==> src/rtl/logphy_param_queue.sv <==
// Parametrised first-word-fall-through valid/ready FIFO for the logical PHY datapath.
// Provides occupancy, almost-full/almost-empty watermarks, a high-water mark and a synchronous flush.
module logphy_param_queue #(
    parameter int unsigned DATA_W    = 128,
    parameter int unsigned DEPTH     = 4,
    parameter int unsigned AFULL_TH  = 3,
    parameter int unsigned AEMPTY_TH = 1,
    localparam int unsigned CNT_W    = $clog2(DEPTH) + 1
) (
    input  logic              clk,
    input  logic              reset,
    input  logic              enq_valid_i,
    output logic              enq_rdy_o,
    input  logic [DATA_W-1:0] data_i,
    output logic              deq_valid_o,
    input  logic              deq_rdy_i,
    output logic [DATA_W-1:0] data_o,
    input  logic              flush_i,
    output logic [CNT_W-1:0]  count_o,
    output logic              almost_full_o,
    output logic              almost_empty_o,
    output logic [CNT_W-1:0]  hwm_o
);

    localparam int unsigned PTR_W = $clog2(DEPTH);
    localparam logic [CNT_W-1:0] DEPTH_C  = CNT_W'(DEPTH);
    localparam logic [CNT_W-1:0] AFULL_C  = CNT_W'(AFULL_TH);
    localparam logic [CNT_W-1:0] AEMPTY_C = CNT_W'(AEMPTY_TH);

    logic [DATA_W-1:0] mem [DEPTH];

    logic [PTR_W-1:0] wr_ptr_q, wr_ptr_d;
    logic [PTR_W-1:0] rd_ptr_q, rd_ptr_d;
    logic [CNT_W-1:0] count_q, count_d;
    logic [CNT_W-1:0] hwm_q, hwm_d;

    logic enq_fire;
    logic deq_fire;

    // Ready/valid depend only on the count register, so there is no path from deq_rdy_i to enq_rdy_o.
    assign enq_rdy_o   = (count_q != DEPTH_C);
    assign deq_valid_o = (count_q != '0);
    assign enq_fire    = enq_valid_i & enq_rdy_o;
    assign deq_fire    = deq_rdy_i & deq_valid_o;

    always_comb begin
        wr_ptr_d = wr_ptr_q;
        rd_ptr_d = rd_ptr_q;
        count_d  = count_q;
        hwm_d    = hwm_q;
        if (flush_i) begin
            wr_ptr_d = '0;
            rd_ptr_d = '0;
            count_d  = '0;
        end else begin
            if (enq_fire) begin
                wr_ptr_d = wr_ptr_q + PTR_W'(1);
            end
            if (deq_fire) begin
                rd_ptr_d = rd_ptr_q + PTR_W'(1);
            end
            if (enq_fire && !deq_fire) begin
                count_d = count_q + CNT_W'(1);
            end else if (deq_fire && !enq_fire) begin
                count_d = count_q - CNT_W'(1);
            end
        end
        if (count_d > hwm_q) begin
            hwm_d = count_d;
        end
    end

    always_ff @(posedge clk or negedge reset) begin
        if (!reset) begin
            wr_ptr_q <= '0;
            rd_ptr_q <= '0;
            count_q  <= '0;
            hwm_q    <= '0;
        end else begin
            wr_ptr_q <= wr_ptr_d;
            rd_ptr_q <= rd_ptr_d;
            count_q  <= count_d;
            hwm_q    <= hwm_d;
        end
    end

    // Storage is deliberately not reset; data_o is masked whenever the queue is empty.
    always_ff @(posedge clk) begin
        if (enq_fire && !flush_i) begin
            mem[wr_ptr_q] <= data_i;
        end
    end

    assign data_o         = deq_valid_o ? mem[rd_ptr_q] : '0;
    assign count_o        = count_q;
    assign almost_full_o  = (count_q >= AFULL_C);
    assign almost_empty_o = (count_q <= AEMPTY_C);
    assign hwm_o          = hwm_q;

endmodule

==> config.mk <==
export PLATFORM = sky130hd
export DESIGN_NAME = logphy_param_queue
export DESIGN_NICKNAME = d
export VERILOG_FILES = /design/src/rtl/logphy_param_queue.sv
export SDC_FILE = /design/constraint.sdc
export NUM_CORES = 1
export LEC_CHECK = 0
export ABC_AREA = 1
export CAP_MARGIN = 15
export CORE_ASPECT_RATIO = 1.1
export CORE_UTILIZATION = 38
export DETAILED_ROUTE_END_ITERATION = 12
export DONT_BUFFER_PORTS = 1
export PLACE_DENSITY_LB_ADDON = 0.05
export SYNTH_ARGS = -nofsm -noshare
export SYNTH_HDL_FRONTEND = slang
export SYNTH_SLANG_ARGS = --single-unit
==> constraint.sdc <==
create_clock -name clk -period 10.2 [get_ports clk]
set_clock_uncertainty 0.2 [all_clocks]
set_input_delay 2.04 -clock clk [delete_from_list [all_inputs] [get_ports clk]]
set_output_delay 2.04 -clock clk [all_outputs]
set_load 0.05 [all_outputs]
==> results of run 1 <==
[state kept, by name, indices dropped and copies added (netlist names)]
signal,count
rd_ptr_q,2
wr_ptr_q,2
hwm_o,3
count_o,3
mem,512
[synth_stat cells, types with 8 or more instances]
| cell type | n | share of area [%] |
|---|---|---|
| nor2_1 | 519 | 9.5 |
| edfxtp_1 | 512 | 75 |
| o21ai_1 | 161 | 3.9 |
| a21oi_1 | 133 | 3.2 |
| o21ai_0 | 99 | 2.4 |
| buf_2 | 34 | 0.83 |
| buf_4 | 28 | 1.0 |
| nand2_1 | 24 | 0.44 |
| clkbuf_2 | 22 | 0.54 |
| inv_1 | 17 | 0.31 |
| ha_1 | 12 | 0.73 |
| dfrtp_1 | 10 | 1.2 |
| buf_1 | 8 | 0.15 |
| clkbuf_1 | 8 | 0.15 |
| nand3_1 | 8 | 0.20 |
[power by group]
group / internal, mW / leakage [nW] / switching, mW
Clock: 1.06 / 0.797 / 0.791
Sequential: 2.50 / 4.78 / 0.0927
Combinational: 0.355 / 1.96 / 2.11
[cell type report]
type / count / area (µm²)
clock buffer: 70 / 1430
clock inverter: 27 / 205
fill: 4908 / 30100
inverter: 21 / 88.8
multi-input combinational: 967 / 4310
sequential: 522 / 15600
tap: 675 / 845
timing repair buffer: 32 / 260
[tightest hold or removal path: stages, from the launching register on]
cell,delay (ns)
dfrtp_1,0.39
inv_1,0.10
o21ai_0,0.09
[logic make-up (layout without fill, tap and decap cells)]
family          after synthesis  count (layout)  share of synthesized area, %
flops                       522             522                          76.1
buf+inv                     121             150                          3.07
simple gates                561             561                          10.5
fa+ha+maj                    12              12                         0.731
compound gates              394             394                          9.62
[per-stage QoR]
stage / hold WS (ns) / power, mW / util (%) / cell area, µm² / cells
5_1_grt: 0.503 / 7.23 / 43.1 / 22800 / 2314
3_5_place_dp: 0.417 / 5.14 / 40.0 / 21100 / 2217
4_1_cts: 0.430 / 7.02 / 43.1 / 22800 / 2314
3_3_place_gp: 0.416 / 5.13 / 40.0 / 21100 / 2215
6_report: 0.427 / 6.91 / 43.1 / 22800 / 2314
2_1_floorplan: 0.379 / 4.71 / - / 20500 / 1610
[layer usage]
layer | global-route usage [%] | up-vias | wire length (µm)
met2 | 28.8 | 267 | 22900
met4 | 4.49 | 0 | 983
met5 | 0 | - | 0
met1 | 22.2 | 5816 | 21000
li1 | - | 5685 | -
met3 | 7.37 | 65 | 4460
[path summary, 6_finish.rpt]
check	cells after the start	startpoint	endpoint	slack, ns
hold reg to reg	2	wr_ptr_q[1]	wr_ptr_q[1]	0.43
max in group asynchronous	0	reset	rd_ptr_q[0]	8.78
hold / removal	2	wr_ptr_q[1]	wr_ptr_q[1]	0.43
setup reg to reg	6	count_o[0]	mem[3][70]	5.97
setup / recovery	4	rd_ptr_q[0]	data_o[65]	3.54
min in group asynchronous	0	reset	rd_ptr_q[1]	0.94
==> metrics.txt, run 1 <==
status=completed; Inserted Clock Buffers=55; number of synthesized flops with an enable pin=between 500 and 600; FMAX=0.150 GHz; synthesized area=20500 µm²; CP Class=reg -> out; TritonCTS Sinks=about 520; CP Data Arrival Time=4.42 ns; Synthesized Nets=approximately 1800; gpl congestion=0.713; Setup WS post-layout=3.54 ns; core area=roughly 53000 µm²; CTS Hold Bufs=0; vias in the first global route=11654; largest net degree at the start of global routing=between 150 and 200; die width=224 µm; Worst path top cell family by delay=buffers and inverters; Vias/cell=~5.1; Cells after Synth=1610; ys async rst share=1.92%; antenna violations before repair=0; layout cells sized above 1=between 7 and 8%; first-pass GRT wire length=73800 µm; Worst Setup End Kind=output pin; antenna fix cells=0; post-CTS setup buffers=0; Mapped Avg Cell Area=12.8 µm²; min Tclk post-route=6.66 ns; clk buf depth=3; Synth cell types=24; DRT iter0 DRCs=584; Routed WL per cell=between 20 and 25 µm; Crit-path slowest cell=a21oi_1; most common cell after layout, fill and taps aside=nor2_1; max_slew headroom=between 10% and 20%; LEAKAGE=7.53 nW; fin nets=1744; CP Max Fanout=158; synthesis-stage register bit count=522; Primary FF master, synth=edfxtp_1; Pwr Density=roughly 300 nW/µm²; Setup violations, final=0; fin. max-slew vios=0; final period utilization=65.3%; latest clock arrival within the worst-skew pair=0.59 ns; Final Hold Fails=0; Slew @ Worst Pin=1.29 ns; CTS H-tree lvls=2; peak supply drop=0.000232 V; type of the most critical hold path=reg -> reg; Port Buffer Count=0; Die ar.=roughly 55000 µm²; startpoint types=flip-flop; DR pass1 iterations=4; area grow syn2layout=10.9%; root buffer cell=clkbuf_16; Cell Rows=88; GRT Overall Usage=roughly 18%; Largest stage delay, worst path=0.97 ns; total grt overflow=0; CTS tree=built; worst path buffer plus inverter count=2; clock-pin transition on the worst setup and hold timing paths=0.06 ns; commonest cells after routing, fill and taps aside=nor2_1, edfxtp_1, o21ai_1, a21oi_1, o21ai_0; data required time of the worst path=7.96 ns; initial core utilization=38.8%; Fin Setup TNS=0 ns; CP Cell Sequence=inv_8, buf_4, o21ai_0, a21oi_1; total number of vias=11833; RSZ-0062 raised after global routing=no; Routed Antenna Nets=0; Synth warnings=0; Die Height=246 µm; final WL=a little under 50000 µm; pre-CTS setup slack=4.20 ns; dpl hpwl=26000 µm; # IOs=between 200 and 300; Max-Cap Viols=0; post-synthesis sequential area ratio=76.1%; CTS resizes=0; Residual DRC=0
Power figures use the tool's default switching activity.
==> inputs of run 2 (changes only) <==
==> constraint.sdc (replaced) <==
create_clock -name clk -period 6.4 [get_ports clk]
set_clock_uncertainty 0.2 [all_clocks]
set_input_delay 1.28 -clock clk [delete_from_list [all_inputs] [get_ports clk]]
set_output_delay 1.28 -clock clk [all_outputs]
set_load 0.05 [all_outputs]
==> run 2 against run 1 <==
  * Cell area up 1.5%
  * Register-to-register slack got worse by 3.3 ns
  * Count of clock-buffer cells in the layout grew 2
  * Power up 63%
  * Utilization is 0.64 points higher
  * Die area stayed put
  * Global-route usage increased by 0.26 points
  * Critical endpoint is now data_o[107]
  * Highest routed layer unchanged
==> metrics.txt, run 2 (synthesis results as in run 1) <==
status=completed; startpoint types=flip-flop; Setup violations, final=0 (unchanged); Worst Setup End Kind=output pin; CTS tree=built; Pwr Density=487 nW/µm² (+61%); CTS Hold Bufs=0 (unchanged); Largest Register=mem; largest net degree at the start of global routing=141 (-11%); worst path buffer plus inverter count=2 (unchanged); TritonCTS Sinks=522 (unchanged); total number of vias=11947 (+0.96%); die width=224 µm (unchanged); post-CTS setup buffers=0 (unchanged); final cell count without fillers=2338 (+1.0%); clock-pin transition on the worst setup and hold timing paths=0.06 ns (about the same); # IOs=271 (unchanged); Residual DRC=0 (unchanged); Die Height=246 µm (unchanged); core area=52900 µm² (unchanged); DRT iter0 DRCs=624 (+6.8%); CP startpoint=rd_ptr_q[0]; CTS H-tree lvls=2 (unchanged); LEAKAGE=7.72 nW (+2.6%); data required time of the worst path=4.92 ns (-3.04 ns); root buffer cell=clkbuf_16; CP Class=reg -> out; final design utilization=43.7% (+0.64 points); Slew @ Worst Pin=1.22 ns (-0.0735 ns); fin. max-slew vios=0 (unchanged); number of flip-flops in the largest register=512 (unchanged); total grt overflow=0 (unchanged); Routed Antenna Nets=0 (unchanged); gpl congestion=0.739 (+3.5%); Routed WL per cell=21.3 µm (-0.19%); Inserted Clock Buffers=55 (unchanged); Tot Pwr=11.2 mW (+63%); vias in the first global route=11963 (+2.7%); Largest stage delay, worst path=0.86 ns (-0.11 ns); CP Max Fanout=133 (-16%); # fillers=4849 (-1.2%); Final Hold Fails=0 (unchanged); FMAX=roughly 0.20 GHz; RSZ-0062 raised after global routing=no; peak supply drop=0.000274 V (+18%); min Tclk post-route=5.03 ns; Max-Cap Viols=0 (unchanged); fin nets=1765 (+1.2%); antenna violations before repair=0 (unchanged); GRT Overall Usage=18.1% (+0.26 points); dpl cells=2237 (+0.90%); DR pass1 iterations=5 (+1); first-pass GRT wire length=75000 µm (+1.6%); Setup WS post-layout=1.37 ns (-2.17 ns); latest clock arrival within the worst-skew pair=0.59 ns (about the same); Worst path top cell family by delay=buffers and inverters; final period utilization=78.6%; max_slew headroom=19.0% (+4.9 points); CTS resizes=0 (unchanged); Port Buffer Count=0 (unchanged); Die ar.=55000 µm² (unchanged); CP Data Arrival Time=3.55 ns (-0.87 ns); dpl hpwl=26800 µm (+3.1%); most common cell after layout, fill and taps aside=nor2_1; Crit-path slowest cell=a21oi_1; pre-CTS setup slack=1.96 ns (-2.24 ns); antenna fix cells=0 (unchanged); initial core utilization=38.8% (unchanged); Vias/cell=5.11 (about the same); commonest cells after routing, fill and taps aside=nor2_1, edfxtp_1, o21ai_1, a21oi_1, o21ai_0; CP Cell Sequence=inv_8, buf_4, o21ai_1, a21oi_1; clk buf depth=3 (unchanged); layout cells sized above 1=8.96% (+1.9 points); Reg2Reg Launch Point=count_o[0]; Cell Rows=88 (unchanged); final WL=49700 µm (+0.85%); type of the most critical hold path=in -> async; area grow syn2layout=12.6%
[run 2: stage by stage]
| step | hold slack [ns] | setup TNS, ns | area, µm² |
|---|---|---|---|
| floorplan | 0.379 | -702.32 | 20500 |
| global placement | 0.430 | 0 | 21400 |
| detailed placement | 0.430 | 0 | 21400 |
| CTS | 0.124 | 0 | 23100 |
| global route | 0.132 | 0 | 23100 |
| finish | 0.170 | 0 | 23100 |
[run 2: area by class of cell]
type                       count  area (µm²)  area share (%)
clock inverter                28         220           0.953
multi-input combinational    967        4310            18.7
tap                          675         845            3.65
clock buffer                  72        1510            6.54
sequential                   522       15600            67.6
inverter                      21        88.8           0.384
timing repair buffer          53         505            2.19
[run 2: path summary, 6_finish.rpt]
path	endpoint	slack, ns	cells past startpoint
worst min register to register	wr_ptr_q[1]	0.43	2
worst max register to register	mem[3][77]	2.70	6
max in group asynchronous	hwm_o[2]	5.75	0
worst max-delay path	data_o[107]	1.37	4
worst min-delay path	rd_ptr_q[0]	0.17	0
min in group clk	wr_ptr_q[1]	0.43	2
[run 2: power by group]
part           switching (mW)  internal (mW)
clock network            1.28           1.77
logic                    3.38          0.686
registers               0.144           3.98
total                    4.81           6.44
[run 2: per-layer routing]
metal | track usage (%) | vias to the layer above | wire length, µm
met4 | 4.63 | 0 | 832
met5 | 0 | - | 0
met3 | 7.37 | 66 | 4450
li1 | - | 5736 | -
met1 | 21.6 | 5872 | 20300
met2 | 30.3 | 273 | 24100
==> inputs of run 3 (changes only) <==
==> constraint.sdc (replaced) <==
create_clock -name clk -period 4.5 [get_ports clk]
set_clock_uncertainty 0.2 [all_clocks]
set_input_delay 0.9 -clock clk [delete_from_list [all_inputs] [get_ports clk]]
set_output_delay 0.9 -clock clk [all_outputs]
set_load 0.05 [all_outputs]
==> run 3 against run 2 <==
  * Critical path type unchanged
  * Power up 48%
  * Utilization up 1.5 points
  * Combinational power is 63% higher
  * Largest cell class unchanged
  * Wire length rose by 0.37%
  * Highest routed layer unchanged
  * Non-clock buffer count grew 107
  * Global-route usage decreased by 0.088 points
==> metrics.txt, run 3 (synthesis results as in run 1) <==
status=completed; initial core utilization=38.8% (unchanged); LEAKAGE=8.23 nW (+6.6%); dpl hpwl=28000 µm (+4.2%); Worst Setup End Kind=output pin; Residual DRC=0 (unchanged); post-CTS setup buffers=0 (unchanged); CP Max Fanout=101 (-24%); CP Data Arrival Time=2.88 ns (-0.67 ns); fin. max-slew vios=0 (unchanged); area occupied by multi-input gates=4310 µm² (unchanged); CTS H-tree lvls=2 (unchanged); Final Hold Fails=0 (unchanged); Tot Pwr=16.7 mW (+48%); CTS tree=built; Vias/cell=5.04 (-1.4%); hold path endpoint=mem[0][110]; RSZ-0062 raised after global routing=no; CTS Hold Bufs=1 (+1); total grt overflow=0 (unchanged); FMAX=0.251 GHz; Port Buffer Count=0 (unchanged); Cell Rows=88 (unchanged); Inserted Clock Buffers=55 (unchanged); antenna violations before repair=0 (unchanged); # fillers=4798 (-1.1%); die width=224 µm (unchanged); type of the most critical hold path=in -> reg; core area=52900 µm² (unchanged); GRT Overall Usage=18.0% (-0.088 points); number of flip-flops in the largest register=512 (unchanged); TritonCTS Sinks=522 (unchanged); final period utilization=88.6%; clk buf depth=3 (unchanged); CP Class=reg -> out; layout cells sized above 1=14.0% (+5.0 points); most common cell after layout, fill and taps aside=nor2_1; Reg2Reg Launch Point=count_o[1]; final cell count without fillers=2445 (+4.6%); register area=15600 µm² (unchanged); CTS resizes=0 (unchanged); antenna fix cells=0 (unchanged); Routed Antenna Nets=0 (unchanged); Pwr Density=698 nW/µm² (+43%); DR pass1 iterations=4 (-1); r2r setup slk=1.16 ns (-1.54 ns); FF-to-FF path depth=14 (+8); latest clock arrival within the worst-skew pair=0.59 ns (about the same); total number of vias=12320 (+3.1%); dpl cells=2344 (+4.8%); Min Hold Slack=0.181 ns (+0.0110 ns); max_slew headroom=31.3% (+12 points); data required time of the worst path=3.40 ns (-1.52 ns); root buffer cell=clkbuf_16; first-pass GRT wire length=74900 µm (-0.17%); commonest cells after routing, fill and taps aside=nor2_1, edfxtp_1, o21ai_1, buf_4, a21oi_1; min-delay src=data_i[110]; DRT iter0 DRCs=543 (-13%); Die ar.=55000 µm² (unchanged); final WL=49900 µm (+0.37%); largest net degree at the start of global routing=129 (-8.5%); area grow syn2layout=16.4%; Routed WL per cell=20.4 µm (-4.0%); r2r endpoint=hwm_o[1]; fin nets=1872 (+6.1%); peak supply drop=0.000436 V (+59%); vias in the first global route=12275 (+2.6%); gpl congestion=0.747 (+1.1%); Setup violations, final=0 (unchanged); WHS Path Cells=0; Die Height=246 µm (unchanged); # IOs=271 (unchanged); clock-pin transition on the worst setup and hold timing paths=0.06 ns (about the same); min Tclk post-route=3.98 ns; Largest Register=mem; Slew @ Worst Pin=1.02 ns (-0.196 ns); Max-Cap Viols=0 (unchanged); startpoint types=flip-flop
run 3: where the power goes:
part / internal [mW] / total [mW] / switching, mW
sequential: 5.66 / 5.84 / 0.172
clock: 2.38 / 4.19 / 1.81
combinational: 1.67 / 6.65 / 4.98
total: 9.72 / 16.7 / 6.96
run 3: how the worst max path moves through the flow:
stage	start	to	slack [ns]	cells past startpoint
2_1_floorplan	count_o[0]	mem[0][0]	-1.04	5
3_3_place_gp	rd_ptr_q[0]	data_o[65]	1.15	5
3_5_place_dp	rd_ptr_q[0]	data_o[78]	1.12	5
4_1_cts	rd_ptr_q[0]	data_o[78]	0.47	5
5_1_grt	rd_ptr_q[0]	data_o[64]	0.33	5
6_report	rd_ptr_q[0]	data_o[65]	0.52	5
run 3: final cells by class:
class / count / share of cell area (%)
Clock inverter: 31 / 0.859
Timing Repair Buffer: 160 / 5.72
Clock buffer: 69 / 6.07
Tap cell: 675 / 3.53
Multi-Input combinational cell: 967 / 18.0
Sequential cell: 522 / 65.4
Inverter: 21 / 0.372
run 3: metrics by stage:
| step | cell area (µm²) | setup TNS, ns | utilization (%) | setup slack, ns |
|---|---|---|---|---|
| final | 23900 | 0 | 45.2 | 0.515 |
| after CTS | 23900 | 0 | 45.2 | 0.468 |
| after detailed placement | 22200 | 0 | 42.1 | 1.12 |
| after global routing | 23900 | 0 | 45.2 | 0.327 |
| after global placement | 22200 | 0 | 42.1 | 1.15 |
| after floorplan | 20500 | -530.71 | - | -1.04 |
run 3: layer usage:
| layer | vias to the layer above | share of wire [%] | GRT usage (%) |
|---|---|---|---|
| li1 | 5945 | - | - |
| met5 | - | 0 | 0 |
| met4 | 0 | 1.7 | 4.45 |
| met3 | 60 | 8.3 | 6.66 |
| met1 | 6029 | 41 | 21.8 |
| met2 | 286 | 49 | 30.5 |
run 3: worst max-delay path, stage by stage, from the launching register on:
cell	delay, ns
dfrtp_4	0.68
inv_8	0.52
buf_4	0.38
o21ai_1	0.11
a21oi_1	0.27
buf_4	0.26
==> RTL edit, RTL diff (config.mk and constraints of run 2) <==
Change the parameter `DATA_W` from 128 to 256.
--- a/src/rtl/logphy_param_queue.sv
+++ b/src/rtl/logphy_param_queue.sv
@@ -3,3 +3,3 @@
 module logphy_param_queue #(
-    parameter int unsigned DATA_W    = 128,
+    parameter int unsigned DATA_W    = 256,
     parameter int unsigned DEPTH     = 4,
Interface: changed (resized data_i and data_o); port bits go from 271 to 527. No check against the original RTL was run, so the function may have changed too.
==> RTL edit against run 2 <==
Wire length up 110%; setup slack worse by 0.28 ns; area after synthesis up 96%; sequential cell count increased by 512; clock power grew 100%; total power grew 100%; design area is 99% higher; die area increased by 95%; critical path type unchanged; largest cell class unchanged.
==> RTL edit: results (changes against run 2) <==
cells_and_area:
  layout.nets: 3470  # +97%
  drive_above_1_share_pct: 10.2  # +1.3 points
  n_clock_buffer: 138  # +92%
  n_fill_cell: 9420  # +94%
  final-clk-cell-share_pct: 7.64  # +0.15 points
  multi_input_area_um2: 8150  # +89%
  multi_input_gates: 1863  # +93%
  largest_reg_flops: 1024  # +100%
  area.sequential_um2: 31000  # +98%
  final-nonclk-buf-share_pct: 3.36  # +1.2 points
  nNonClkBuffers: 167  # +220%
  diodes: 1  # +1
  layout.cells.non_filler: 4672  # +100%
grt:
  grt_pass1_vias: 23400  # +96%
  grt_max_degree: 190  # +35%
  gr-usage-met1_pct: 23.1  # +1.5 points
  grtUsageMet3_pct: 7.14  # -0.23 points
  grt_use_total_pct: 19.3  # +1.2 points
  grt_first_pass_wirelength_um: 154000  # +110%
  gr-usage-met2_pct: 32.5  # +2.1 points
outcome:
  status: "finished, final reports clean"
setup_path:
  cp_max_fo: 189  # +42%
  crit_arrival_ns: 3.83  # +0.28 ns
  reg2reg_from: "count_o[0]$_DFF_PN0_"
  r2r_end: "mem[3][155]$_DFFE_PP_"
  ff2ff_setup_slack_ns: 2.50  # -0.20 ns
  max_stage_delay_ns: 0.78  # -0.08 ns
  cp_slowest_cell: "dfrtp_4"
power:
  peakVddDrop_mv: 0.426  # +56%
  intPower_w: 0.0131  # +100%
  p_leak_nw: 15.4  # +99%
synthesis:
  synth_edf_count: 1024  # +100%
  syn_avg_cell_area_um2: 12.9  # +1.3%
  synth_commonest_cells: "nor2_1 (1031), edfxtp_1 (1024), o21ai_0 (514)"
  async_reset_ff_share_pct: 0.967  # -0.95 points
  yosysSeqAreaShare_pct: 77.0  # +0.90 points
  syn-num-nets: 3390  # +93%
  synthTopCellsByArea: "edfxtp_1 (76%), nor2_1 (9.6%), o21ai_0 (6.4%), a21oi_1 (3.2%), buf_2 (1.2%)"
drt:
  wl_um: 106000  # +110%
  dr.pass1.iters: 5  # unchanged
  drt_iter0_drc: 1580  # +150%
  vias_per_cell: 5.13  # +0.42%
place:
  portBuffers: 0  # unchanged
  post-place-ws_ns: 1.86  # -0.0991 ns
  place_congestion: 0.796  # +7.8%
  hpwl_um: 60900  # +130%
  placed_cells: 4469  # +100%
sta:
  tightest_slew_ns: 1.26  # +0.0395 ns
cts:
  htree_levels: 3  # +1
  clkLatencyLatePin_ns: 0.67  # +0.08 ns
  cts_inserted_buffers: 110  # +100%
  clkSinkCount: 1034  # +98%
  root_buffer: "clkbuf_16"
==> RTL edit: worst max-delay path by stage <==
stage	start	cells after the start	to
finish	rd_ptr_q[0]$_DFFE_PN0P_	6	data_o[152]
global route	rd_ptr_q[0]$_DFFE_PN0P_	6	data_o[152]
CTS	rd_ptr_q[0]$_DFFE_PN0P_	6	data_o[152]
detailed placement	rd_ptr_q[0]$_DFFE_PN0P_	6	data_o[152]
global placement	rd_ptr_q[0]$_DFFE_PN0P_	6	data_o[152]
floorplan	flush_i	4	mem[0][0]$_DFFE_PP_
==> RTL edit: layer usage <==
metal	routed length (um)	up-vias
li1	-	11300
met1	42100	11900
met2	52500	651
met3	9380	121
met4	2390	0
met5	0	-
==> RTL edit: metrics by stage <==
stage | area [um2] | hold slack, ns
6_report | 46100 | 0.0942
5_1_grt | 46100 | 0.0494
4_1_cts | 46000 | 0.0333
3_5_place_dp | 42500 | 0.432
3_3_place_gp | 42500 | 0.398
2_1_floorplan | 40300 | 0.379
==> RTL edit: kinds of logic after synthesis <==
kind of cell             synth area share [%]
AO/OA/AOI/OAI                            9.68
flip-flops                               77.0
AND/OR/NAND/NOR                          10.1
adder cells (fa/ha/maj)                 0.373
buffers and inverters                    2.85
==> RTL edit: power by group through the flow <==
stage | clock [W] | sequential [W] | combinational (W)
2_1_floorplan | 0 | 0.00823 | 0.00632
3_3_place_gp | 0 | 0.00819 | 0.00837
3_5_place_dp | 0 | 0.00820 | 0.00843
4_1_cts | 0.00634 | 0.00806 | 0.00845
5_1_grt | 0.00658 | 0.00809 | 0.00887
6_report | 0.00617 | 0.00806 | 0.00833
